===== config.mk =====
export PLATFORM = sky130hd
export DESIGN_NAME = multicycle_control_fsm
export DESIGN_NICKNAME = d
export VERILOG_FILES = /design/src/rtl/multicycle_control_fsm.sv
export SDC_FILE = /design/constraint.sdc
export NUM_CORES = 1
export LEC_CHECK = 0
export ABC_AREA = 1
export CAP_MARGIN = 20
export CORE_MARGIN = 8
export CORE_UTILIZATION = 36
export CTS_BUF_LIST = sky130_fd_sc_hd__clkbuf_4 sky130_fd_sc_hd__clkbuf_8
export DETAILED_ROUTE_END_ITERATION = 10
export GPL_ROUTABILITY_DRIVEN = 0
export PLACE_DENSITY = 0.77
export SLEW_MARGIN = 20
export SYNTH_ARGS = -nofsm -noshare
export SYNTH_HDL_FRONTEND = slang
export SYNTH_SLANG_ARGS = --single-unit

===== constraint.sdc =====
create_clock -name clk -period 1.3 [get_ports clk]
set_input_delay 0.26 -clock clk [delete_from_list [all_inputs] [get_ports clk]]
set_output_delay 0.26 -clock clk [all_outputs]
set_load 0.005 [all_outputs]

===== src/rtl/multicycle_control_fsm.sv =====
// Sequencing controller for the RV32I multi-cycle core: walks each instruction
// through fetch/decode/execute states and drives datapath selects and strobes.
module multicycle_control_fsm #(
    parameter int unsigned          STATE_W     = 4,
    parameter logic [STATE_W-1:0]   RESET_STATE = STATE_W'(0)
) (
    input  logic               clk,
    input  logic               reset,
    input  logic [6:0]         op,
    input  logic               zero,
    input  logic               mem_ready,
    output logic               PCWrite,
    output logic               AdrSrc,
    output logic               MemWrite,
    output logic               IRWrite,
    output logic               RegWrite,
    output logic [1:0]         ResultSrc,
    output logic [1:0]         ALUSrcA,
    output logic [1:0]         ALUSrcB,
    output logic [1:0]         ALUOp,
    output logic               instr_done,
    output logic               illegal,
    output logic [STATE_W-1:0] dbg_state
);

    localparam logic [6:0] OP_LOAD   = 7'b0000011;
    localparam logic [6:0] OP_STORE  = 7'b0100011;
    localparam logic [6:0] OP_REG    = 7'b0110011;
    localparam logic [6:0] OP_IMM    = 7'b0010011;
    localparam logic [6:0] OP_BRANCH = 7'b1100011;
    localparam logic [6:0] OP_JAL    = 7'b1101111;

    typedef enum logic [STATE_W-1:0] {
        S_FETCH    = STATE_W'(0),
        S_DECODE   = STATE_W'(1),
        S_MEMADR   = STATE_W'(2),
        S_MEMREAD  = STATE_W'(3),
        S_MEMWB    = STATE_W'(4),
        S_MEMWRITE = STATE_W'(5),
        S_EXECR    = STATE_W'(6),
        S_ALUWB    = STATE_W'(7),
        S_EXECI    = STATE_W'(8),
        S_JAL      = STATE_W'(9),
        S_BEQ      = STATE_W'(10),
        S_TRAP     = STATE_W'(11)
    } state_e;

    state_e state_q, state_d;
    logic   illegal_q;
    logic   pc_update;
    logic   branch;

    // State register
    always_ff @(posedge clk or posedge reset) begin
        if (reset) begin
            state_q <= state_e'(RESET_STATE);
        end else begin
            state_q <= state_d;
        end
    end

    // Sticky trap flag, armed on the decode-to-trap transition
    always_ff @(posedge clk or posedge reset) begin
        if (reset) begin
            illegal_q <= 1'b0;
        end else if (state_q == S_DECODE && state_d == S_TRAP) begin
            illegal_q <= 1'b1;
        end
    end

    // Next-state and per-state datapath controls
    always_comb begin
        state_d    = state_q;
        pc_update  = 1'b0;
        branch     = 1'b0;
        PCWrite    = 1'b0;
        AdrSrc     = 1'b0;
        MemWrite   = 1'b0;
        IRWrite    = 1'b0;
        RegWrite   = 1'b0;
        ResultSrc  = 2'b00;
        ALUSrcA    = 2'b00;
        ALUSrcB    = 2'b00;
        ALUOp      = 2'b00;
        instr_done = 1'b0;

        case (state_q)
            S_FETCH: begin
                ALUSrcB   = 2'b10;
                ResultSrc = 2'b10;
                // PC and IR load only on the completing cycle, so stalls never double-increment
                IRWrite   = mem_ready;
                pc_update = mem_ready;
                if (mem_ready) state_d = S_DECODE;
            end
            S_DECODE: begin
                ALUSrcA = 2'b01;
                ALUSrcB = 2'b01;
                case (op)
                    OP_LOAD, OP_STORE: state_d = S_MEMADR;
                    OP_REG:            state_d = S_EXECR;
                    OP_IMM:            state_d = S_EXECI;
                    OP_JAL:            state_d = S_JAL;
                    OP_BRANCH:         state_d = S_BEQ;
                    default:           state_d = S_TRAP;
                endcase
            end
            S_MEMADR: begin
                ALUSrcA = 2'b10;
                ALUSrcB = 2'b01;
                state_d = (op == OP_STORE) ? S_MEMWRITE : S_MEMREAD;
            end
            S_MEMREAD: begin
                AdrSrc = 1'b1;
                if (mem_ready) state_d = S_MEMWB;
            end
            S_MEMWB: begin
                ResultSrc  = 2'b01;
                RegWrite   = 1'b1;
                instr_done = 1'b1;
                state_d    = S_FETCH;
            end
            S_MEMWRITE: begin
                AdrSrc     = 1'b1;
                MemWrite   = 1'b1;
                instr_done = mem_ready;
                if (mem_ready) state_d = S_FETCH;
            end
            S_EXECR: begin
                ALUSrcA = 2'b10;
                ALUOp   = 2'b10;
                state_d = S_ALUWB;
            end
            S_EXECI: begin
                ALUSrcA = 2'b10;
                ALUSrcB = 2'b01;
                ALUOp   = 2'b10;
                state_d = S_ALUWB;
            end
            S_ALUWB: begin
                RegWrite   = 1'b1;
                instr_done = 1'b1;
                state_d    = S_FETCH;
            end
            S_JAL: begin
                ALUSrcA   = 2'b01;
                ALUSrcB   = 2'b10;
                pc_update = 1'b1;
                state_d   = S_ALUWB;
            end
            S_BEQ: begin
                ALUSrcA    = 2'b10;
                ALUOp      = 2'b01;
                branch     = 1'b1;
                instr_done = 1'b1;
                state_d    = S_FETCH;
            end
            S_TRAP: begin
                state_d = S_TRAP;
            end
            default: begin
                state_d = S_FETCH;
            end
        endcase

        PCWrite = pc_update | (branch & zero);

        // Reset masks all strobes and parks the muxes on fetch values
        if (reset) begin
            PCWrite    = 1'b0;
            IRWrite    = 1'b0;
            MemWrite   = 1'b0;
            RegWrite   = 1'b0;
            instr_done = 1'b0;
            AdrSrc     = 1'b0;
            ResultSrc  = 2'b10;
            ALUSrcA    = 2'b00;
            ALUSrcB    = 2'b10;
            ALUOp      = 2'b00;
        end
    end

    assign illegal   = illegal_q;
    assign dbg_state = state_q;

endmodule


# ---- Yosys cells after proc, flatten, opt, wreduce, memory -nomap -nowiden
# Cells that the tools add are included.
dict set report op_classes {
  eq_ne 18
  muxes 27
  n_bitwise 2
  n_reduce_logical 12
}
# op n
set ops {}
lappend ops {{$pmux 4 s7} 1}
lappend ops {{$eq 4x4->1 const B} 5}
lappend ops {{$pmux 4 s5} 1}
lappend ops {{$eq 4x3->1 const B} 4}
lappend ops {{$pmux 2 s2} 4}
lappend ops {{$eq 7x6->1 const B} 2}
lappend ops {{$eq 7x7->1 const B} 2}
lappend ops {{$mux 4} 3}
lappend ops {{$reduce_or 2->1} 6}
lappend ops {{$mux 1} 11}
lappend ops {{$reduce_or 3->1} 3}
lappend ops {{$eq 4x2->1 const B} 2}
lappend ops {{$mux 2} 4}
lappend ops {{$eq 7x2->1 const B} 1}
lappend ops {{$eq 7x5->1 const B} 1}
lappend ops {{$eq 4x1->1 const B} 1}
lappend ops {{$logic_not 4->1} 1}
lappend ops {{$pmux 1 s2} 2}
lappend ops {{$reduce_or 4->1} 1}
lappend ops {{$mux 3} 1}
lappend ops {{$and 1x1->1} 1}
lappend ops {{$logic_and 1x1->1} 1}
lappend ops {{$or 1x1->1} 1}
dict set report word_totals {
  register_bits 5
  input_bits 11
  output_inout_bits 19
  word_cells 61
}

# ---- Longest topological paths before layout
dict set report depth {
  ltp_word 6
  ltp_mapped 10
  mapped_depth_nobuf 10
}

# ---- Worst setup path after synthesis
# OpenSTA, ideal clock, no wires.
dict set report synth_timing {
  kind {register to output}
  start {reg state_q[2] (netlist: dbg_state[2])}
  end {out AdrSrc}
  arrival_time_ns 1.105
  required_ns 1.040
  slack_ns -0.065
  stages_incl_launch_ff 6
  path_buffers 0
  path_cell_list {dfrtp_1 > nor2_1 > inv_2 > nor2_1 > inv_1 > a21oi_1}
}
dict set report synth_between {
  elab_chain_cells 4
  word_cells_on_any_way 5
  classes_between {2 x eq/ne; 2 x mux; 1 x reduce/logical}
}
# element line
set synth_lines {}
lappend synth_lines {{from (decl)} 48} ;# state_e state_q, state_d;
lappend synth_lines {{from (signal assigned)} 56} ;# state_q <= state_e'(RESET_STATE);
lappend synth_lines {{from (signal assigned)} 58} ;# state_q <= state_d;
lappend synth_lines {{$eq 4x3->1 or $eq 4x2->1 (tied branches)} 87} ;# case (state_q)
lappend synth_lines {{$reduce_or 2->1 (no line) *} --}
lappend synth_lines {{$mux 1 *} 87}
lappend synth_lines {{$mux 1 *} 169} ;# if (reset) begin
lappend synth_lines {{to (decl)} 13} ;# output logic AdrSrc,
# Every way passes the cells marked *; elsewhere a longest branch is shown, timed or not.

# ---- Final worst setup path
dict set report layout_timing {
  start {reg state_q[0] (netlist: dbg_state[0])}
  end {out ALUSrcB[1]}
}
dict set report layout_between {
  elab_chain_cells 4
  word_cells_on_any_way 9
  classes_between {4 x eq/ne; 2 x mux; 3 x reduce/logical}
}
# element line
set layout_lines {}
lappend layout_lines {{$eq 4x1->1, or another cell as far along} 87}
lappend layout_lines {{$reduce_or 3->1 (no line) or $reduce_or 2->1 (tied branches)} --}
lappend layout_lines {{$pmux 2 s2 *} 87}
lappend layout_lines {{$mux 2 *} 169}
lappend layout_lines {{to (decl)} 19} ;# output logic [1:0] ALUSrcB,
# Marks and branches as above.

==> impl_metrics.csv <==
group,metric,value,unit
clocking,cts.sinks,5,
hold_path,hold_path.class,"primary input to async pin",
worst_setup_path,worstPathCellList,"inv_2 > nor2_4 > buf_4 > nand2_2 > nand3_1 > dlygate4sd2_1",
finish,antenna_cells,0,
power_and_ir_drop,power,0.00322,W
logic_synthesis,syn_nets,109,
run,cap_viol_max_count,0,
run_status,status,"finished with violations",
timing,worst-slew-pin-transition,0.241,ns
global_route,grt_pass1_wl,5020,µm
logic_synthesis,synthCells,98,
placement,numPlacedInstances,166,
floorplan,dieArea,3140,µm²
timing,hold_ws,0.208,ns
finish,multiInputGateArea,557,µm²
finish,drive_above_1_share,64.2,%
clocking,cts_root_buf,"clkbuf_4",
global_route,grt_util_all_layers,19.5,%
worst_setup_path,crit_type,"flip-flop to primary output",
timing,post-route-period-util,144,%
placement,pre_cts_ws,-0.651,ns
timing,maxSlewHeadroom,83.9,%
power_and_ir_drop,vdd_drop_max,1.87,mV
floorplan,start_util,38.4,%
finish,fill_cells,43,
finish,nets,185,
finish,fin_cells,189,
logic_synthesis,yosysWarnings,0,
global_route,antenna_found_initial,0,
timing,layout_setup_ws,-0.567,ns
finish,areaGrowthSynthToFinish,149,%
worst_setup_path,crit_required,1.04,ns
power_and_ir_drop,p_leak,0.781,nW
global_route,grt_max_degree,9,
run_status,violations,"setup timing",
logic_synthesis,synth_seq_cells,5,
routing,dr.pass1.iters,4,
worst_setup_path,cp-start-kind,"flip-flop",
floorplan,die_w,56.1,µm
routing,avgViaCountPerCell,6.23,
routing,num_vias,1177,
worst_setup_path,cp_top_family,"buffers and inverters",
floorplan,die-height,56.1,µm
worst_setup_path,worstSetupEndpointType,"primary output",
power_and_ir_drop,p_per_area,2240,nW/µm²
clocking,clk_latency,0.28,ns
placement,io_buffer_count,29,
clocking,cts_buffer_depth,2,
routing,postRouteAntennaNets,0,
global_route,grt_pass1_vias,1053,
logic_synthesis,netlist_area,578,µm²
logic_synthesis,yosys.area.top_type,"dfrtp_1",
timing,finClkSkew,0.00439,ns
logic_synthesis,ys_seq_area_share,21.6,%
routing,initialDrtViolationCount,67,
floorplan,coreArea,1510,µm²
logic_synthesis,avgSynthCellArea,5.90,µm²
floorplan,rows,14,
floorplan,num_io_pins,30,
worst_setup_path,critPathBufInv,3,
global_route,overflow,0,
routing,post_drt_wl_per_cell,23.7,µm
timing,fin_crit,1.87,ns
logic_synthesis,synth_top_cell_area_share,21.6,%
logic_synthesis,synth.distinct_cells,23,
timing,rsz0062_at_grt,"yes",
worst_setup_path,arrival,1.61,ns
timing,hold_violations,0,
worst_setup_path,critPathMaxStageDelay,0.47,ns
worst_setup_path,path_max_fanout,5,
logic_synthesis,synth_area_leaders,"dfrtp_1 (22%), nand2_1 (17%), inv_1 (10%)",
routing,drcViolationCount,0,
timing,fmax,0.536,GHz
placement,dp_hpwl,1730,µm
routing,routed_wl,4480,µm
finish,fin_util,95.5,%
clocking,cts_buffers,3,
finish,regArea,130,µm²
clocking,h-tree-depth,1,
worst_setup_path,worst_path_max_delay_cell,"dfrtp_2",
timing,drv_slew,0,
clocking,cts_tree,"done",
timing,setup_violations,23,
clocking,path_clk_slew,0.05,ns
-- where the power goes --
group | switching (W) | internal, W | total (W)
Clock | 0.0000979 | 0.000139 | 0.000237
Combinational | 0.00136 | 0.00125 | 0.00261
Sequential | 0.000141 | 0.000225 | 0.000367
-- logic make-up after synthesis --
kind of cell	synth area share [%]
buffers and inverters	14.9
AO/OA/AOI/OAI	14.3
AND/OR/NAND/NOR	49.1
flip-flops	21.6
-- cell type report --
class,instances,area share [%]
Tap cell,16,1.39
Timing Repair Buffer,72,42.8
Clock buffer,4,2.09
Multi-Input combinational cell,71,38.7
Sequential cell,5,9.04
Inverter,21,6.00
-- stage by stage --
| stage | instance area (µm²) | TNS [ns] |
|---|---|---|
| after floorplan | 589 | 0 |
| after global placement | 1070 | -8.32 |
| after detailed placement | 1070 | -8.58 |
| after CTS | 1280 | -5.22 |
| after global routing | 1440 | -8.66 |
| final | 1440 | -7.94 |
-- routing by layer --
layer,GRT usage [%],wire length [µm],part of all wire (%),up-vias
met4,13.4,393,8.8,0
met2,33.8,2020,45,137
met5,0,0,0,-
li1,-,-,-,466
met3,5.02,516,12,45
met1,19.7,1540,34,529
-- synth_stat cells, drive strengths merged --
cell type	count
o211a	1
a31oi	1
a21oi	5
nand4	4
buf	1
o21ai	4
a41oi	1
nor3	3
nor2	19
nand2	27
inv	21
nor3b	1
dfrtp	5
nand3	3
nand3b	1
a211o	1
-- final timing paths --
path                         startpoint           end  slack, ns  depth (start not counted)
max in group asynchronous         reset  dbg_state[0]       0.93                          3
setup / recovery           dbg_state[0]    ALUSrcB[1]      -0.57                          6
min in group clk                illegal       illegal       0.46                          2
hold / removal                    reset  dbg_state[3]       0.21                          3
setup reg to reg           dbg_state[1]       illegal      -0.41                         11
hold reg to reg                 illegal       illegal       0.46                          2
-- cells in the final DEF (no fill, tap or decap), types with 3 or more instances in the layout --
cell / count
a21oi_1: 3
buf_2: 11
buf_4: 29
buf_6: 16
clkbuf_4: 4
clkdlybuf4s50_1: 9
dfrtp_2: 4
dlygate4sd2_1: 6
inv_1: 11
inv_2: 8
nand2_1: 16
nand2_2: 6
nand2_4: 5
nand4_1: 4
nor2_1: 6
nor2_4: 10
-- state kept, by name (all words and copies together) (netlist names) --
signal	flops
dbg_state	4
illegal	1
-- worst reg2reg max path, cell delays in order, from the launching register on --
cell,delay [ns]
dfrtp_2,0.48
inv_2,0.10
nor2_4,0.05
buf_4,0.15
nand2_4,0.07
buf_4,0.11
buf_4,0.12
nand4_1,0.11
nor2_1,0.15
nand2_1,0.12
nand2_1,0.08
nand2_1,0.05
-- timing repair --
| item | 4_1_cts | 5_1_grt |
|---|---|---|
| hold buffers | 0 | 0 |
| setup buffers | 14 | 7 |
| resized for setup | 102 | 28 |
| endpoints found under the setup margin | 21 | 22 |
| pin swaps | 21 | 13 |
No activity file was read; power rests on OpenSTA's default activity.
==> RTL change 1: new RTL, config.mk and constraints unchanged <==
Reset style: synchronous (`reset`), changed in 2 clocked blocks.
--- a/src/rtl/multicycle_control_fsm.sv
+++ b/src/rtl/multicycle_control_fsm.sv
@@ -53,3 +53,3 @@
     // State register
-    always_ff @(posedge clk or posedge reset) begin
+    always_ff @(posedge clk) begin
         if (reset) begin
@@ -62,3 +62,3 @@
     // Sticky trap flag, armed on the decode-to-trap transition
-    always_ff @(posedge clk or posedge reset) begin
+    always_ff @(posedge clk) begin
         if (reset) begin
Function: differs if reset is asserted again (counterexample within 4 cycles, from zero or initial values and one cycle with reset high); with reset held inactive, the same outputs for 10 cycles.
==> RTL change 1 against the unedited design <==
  * The flow now stops in global routing (5_1_grt)
  * Area after synthesis fell by 1.3%
==> RTL change 1: results (changes against the unedited design) <==
| Metric | Value |
|---|---|
| Commonest cells post-synth | `24 x nand2_1, 16 x inv_1, 13 x nand3_1, 13 x nor2_1, 8 x a21oi_1` |
| Register area share after synthesis | `0.1754 (-0.04101)` |
| Post-Syn Nets | `115 (+5.5%)` |
| Status | `did not finish` |
| Worst endpoint type | `top-level output` |
| Synth async-reset ratio | `0 (-1.000)` |
| Clock buffer count from CTS | `3 (unchanged)` |
| CTS Buffer Depth | `2 (unchanged)` |
| Clock sink count | `5 (unchanged)` |
| Port Buffers | `29 (unchanged)` |
| DP Wirelength | `1.879 mm (+8.8%)` |
| Largest net degree at the start of global routing | `8` |
| H-tree levels | `1 (unchanged)` |
| Largest cells by area after synthesis | `dfxtp_1 18%, nand2_1 16%, nand3_1 11%, inv_1 11%, nor2_1 8.6%` |
| Worst_ep grt | `PCWrite` |
| Netlist cell types | `19 (-17%)` |
| First error | `[ERROR DPL-0038] Utilization greater than 100%, impossible to legalize` |
| Stop stage | `global routing (5_1_grt)` |
| Yosys warning count | `0 (unchanged)` |
| CTS Root Cell | `clkbuf_4` |
## RTL change 1: cell types whose count changed after synthesis, sizes merged, moves of 2 or more
cell / before / now
a21oi: 5 / 9
dfrtp: 5 / 0
nand4: 4 / 1
dfxtp: 0 / 5
nand2: 27 / 25
nand3: 3 / 13
## RTL change 1: logic make-up after synthesis
logic type / Yosys count / synth area share
AO/OA/AOI/OAI: 15 / 0.1535
buffers and inverters: 21 / 0.1447
flip-flops: 5 / 0.1754
AND/OR/NAND/NOR: 63 / 0.5263
## RTL change 1: repair_timing
item	CTS
endpoints found under the setup margin	22
hold endpoints to repair	0
buffers inserted	10
gates cloned	0
resized for setup	104
pin swaps	24
## RTL change 1: through the flow
step | hold WS [ns] | instances | setup WS, ns | cell area [um^2]
3_3_place_gp | 0.4411 | 172 | -0.6437 | 1059
4_1_cts | 0.4696 | 186 | -0.3165 | 1240
3_5_place_dp | 0.4622 | 172 | -0.7169 | 1059
2_1_floorplan | 0.4473 | 104 | 0.02446 | 575.6
==> RTL change 2: new RTL, same flow settings <==
Made on the original files. `STATE_W`: 4 -> 5.
--- a/src/rtl/multicycle_control_fsm.sv
+++ b/src/rtl/multicycle_control_fsm.sv
@@ -3,3 +3,3 @@
 module multicycle_control_fsm #(
-    parameter int unsigned          STATE_W     = 4,
+    parameter int unsigned          STATE_W     = 5,
     parameter logic [STATE_W-1:0]   RESET_STATE = STATE_W'(0)
Ports: changed (resized dbg_state); port bits go from 30 to 31. The function was not compared with the original's and may differ.
==> RTL change 2 against the unedited design <==
  * Largest power group unchanged
  * The flow still finishes with violations (negative setup slack)
  * Highest routed layer unchanged
  * Sequential power is 14% lower
  * Sequential cell count is 1 higher
  * Wire length is 2.4% higher
  * Setup slack worse by 0.036 ns
  * Area after synthesis is 5.6% higher
  * Power is 35% lower
  * Die area is 4.0% higher
  * Design area is 10% higher
==> RTL change 2: results (changes against the unedited design) <==
| Metric | Value |
|---|---|
| Status | `complete, but fails checks` |
| Failing checks | `negative setup slack` |
| Register area share after synthesis | `0.2459 (+0.02945)` |
| Via/cell ratio | `6.053 (-2.8%)` |
| Global-route wire length before repair | `5.658 mm (+13%)` |
| Buffer count from post-CTS setup fixing | `23 (+9)` |
| Delay-heaviest family, CP | `simple AND/OR/NAND/NOR gates` |
| Initial DRT Pass Iterations | `6 (+2)` |
| Netlist cell types | `21 (-8.7%)` |
| DP Wirelength | `1.895 mm (+9.7%)` |
| Highest routed metal layer | `met4` |
| Worst Path Arrival | `1.64 ns (+0.03 ns)` |
| Routed wl met2 | `2.067 mm (+2.2%)` |
| Peak supply drop | `1.366 mV (-27%)` |
| Clock group power | `0.186 mW (-22%)` |
| Reg power frac | `0.150 (+0.036)` |
| Flop2flop setup slack | `-0.39 ns (+0.02 ns)` |
| Seq power | `0.314 mW (-14%)` |
| WL met1 | `1.502 mm (-2.7%)` |
| Cts repair resizes | `115 (+13%)` |
| Worst-skew pair later-pin latency | `0.26 ns (-0.02 ns)` |
| CTS Root Cell | `clkbuf_4` |
| Met2 Usage GRT | `0.3535 (+0.01593)` |
| Pleak | `0.7881 nW (+0.85%)` |
| CP max stage cell | `dfrtp_2` |
| FF-to-FF path depth | `10 (-1)` |
| Met3 Use GR | `0.09756 (+0.04733)` |
| Overall Global Routing Usage | `0.2175 (+0.02288)` |
| Reg2reg start | `dbg_state[0]$_DFF_PP0_` |
| Worst path max stage delay | `0.48 ns` |
| Largest register FFs | `5 (+1)` |
| # setup viols final | `21 (-8.7%)` |
| Hold slack | `0.4370 ns (+0.2289 ns)` |
| Nets | `202 (+9.2%)` |
| Share of cells above drive strength 1 | `0.6349 (-0.006698)` |
| Setup TNS | `-8.146 ns (-0.2060 ns)` |
| Commonest cells post-synth | `26 x nand2_1, 21 x nor2_1, 19 x inv_1` |
| Largest cells by area after synthesis | `dfrtp_1 25%, nand2_1 16%, nor2_1 13%, nand3_1 12%, inv_1 12%` |
| 1st-iter DRT viols | `94 (+40%)` |
| Total length of routed met3 wires | `644 um (+25%)` |
| H-tree levels | `1 (unchanged)` |
| CP Launch Point | `dbg_state[1]$_DFF_PP0_` |
| Net Switching | `0.9809 mW (-39%)` |
| Wire per inst | `22.26 um (-6.0%)` |
| CP endpoint | `PCWrite` |
| Post-Syn Nets | `119 (+9.2%)` |
| Setup Skew | `0.01594 ns (+0.01155 ns)` |
| GRT met1 Usage | `0.2221 (+0.02544)` |
| Port Buffers | `30 (+3.4%)` |
| Compound-cell area share of the yosys netlist | `0.07377 (-0.06909)` |
| Largest net degree at the start of global routing | `10 (+1)` |
| Vias in the first global route | `1,172 (+11%)` |
| Final worst slack | `-0.6022 ns (-0.03559 ns)` |
## RTL change 2: changes by cell type after synthesis, moves of 2 or more
cell     unedited run  this run
a21oi_1             5         1
inv_1              16        19
inv_2               4         0
nand3_1             3        15
nand4_1             4         2
nor2_1             15        21
nor2_2              1         3
nor2_4              2         0
nor3_1              3         1
## RTL change 2: worst min-delay path: stages
cell and delay (ns):
clkdlybuf4s50_1 0.45, inv_2 0.13, buf_4 0.20
## RTL change 2: final cells by class
| class | instances | area, um^2 |
|---|---|---|
| timing repair buffer | 80 | 681.9 |
| multi-input combinational | 81 | 630.6 |
| sequential | 6 | 153.9 |
| inverter | 19 | 73.82 |
| fill | 39 | 67.56 |
| clock buffer | 3 | 22.52 |
| tap | 17 | 21.27 |
## RTL change 2: through the flow
step	setup slack, ns	area (um^2)	std cells
global placement	-0.6267	1084	175
CTS	-0.5318	1424	201
detailed placement	-0.6489	1084	175
floorplan	-0.02119	613.1	108
global route	-0.6510	1584	206
finish	-0.6022	1584	206
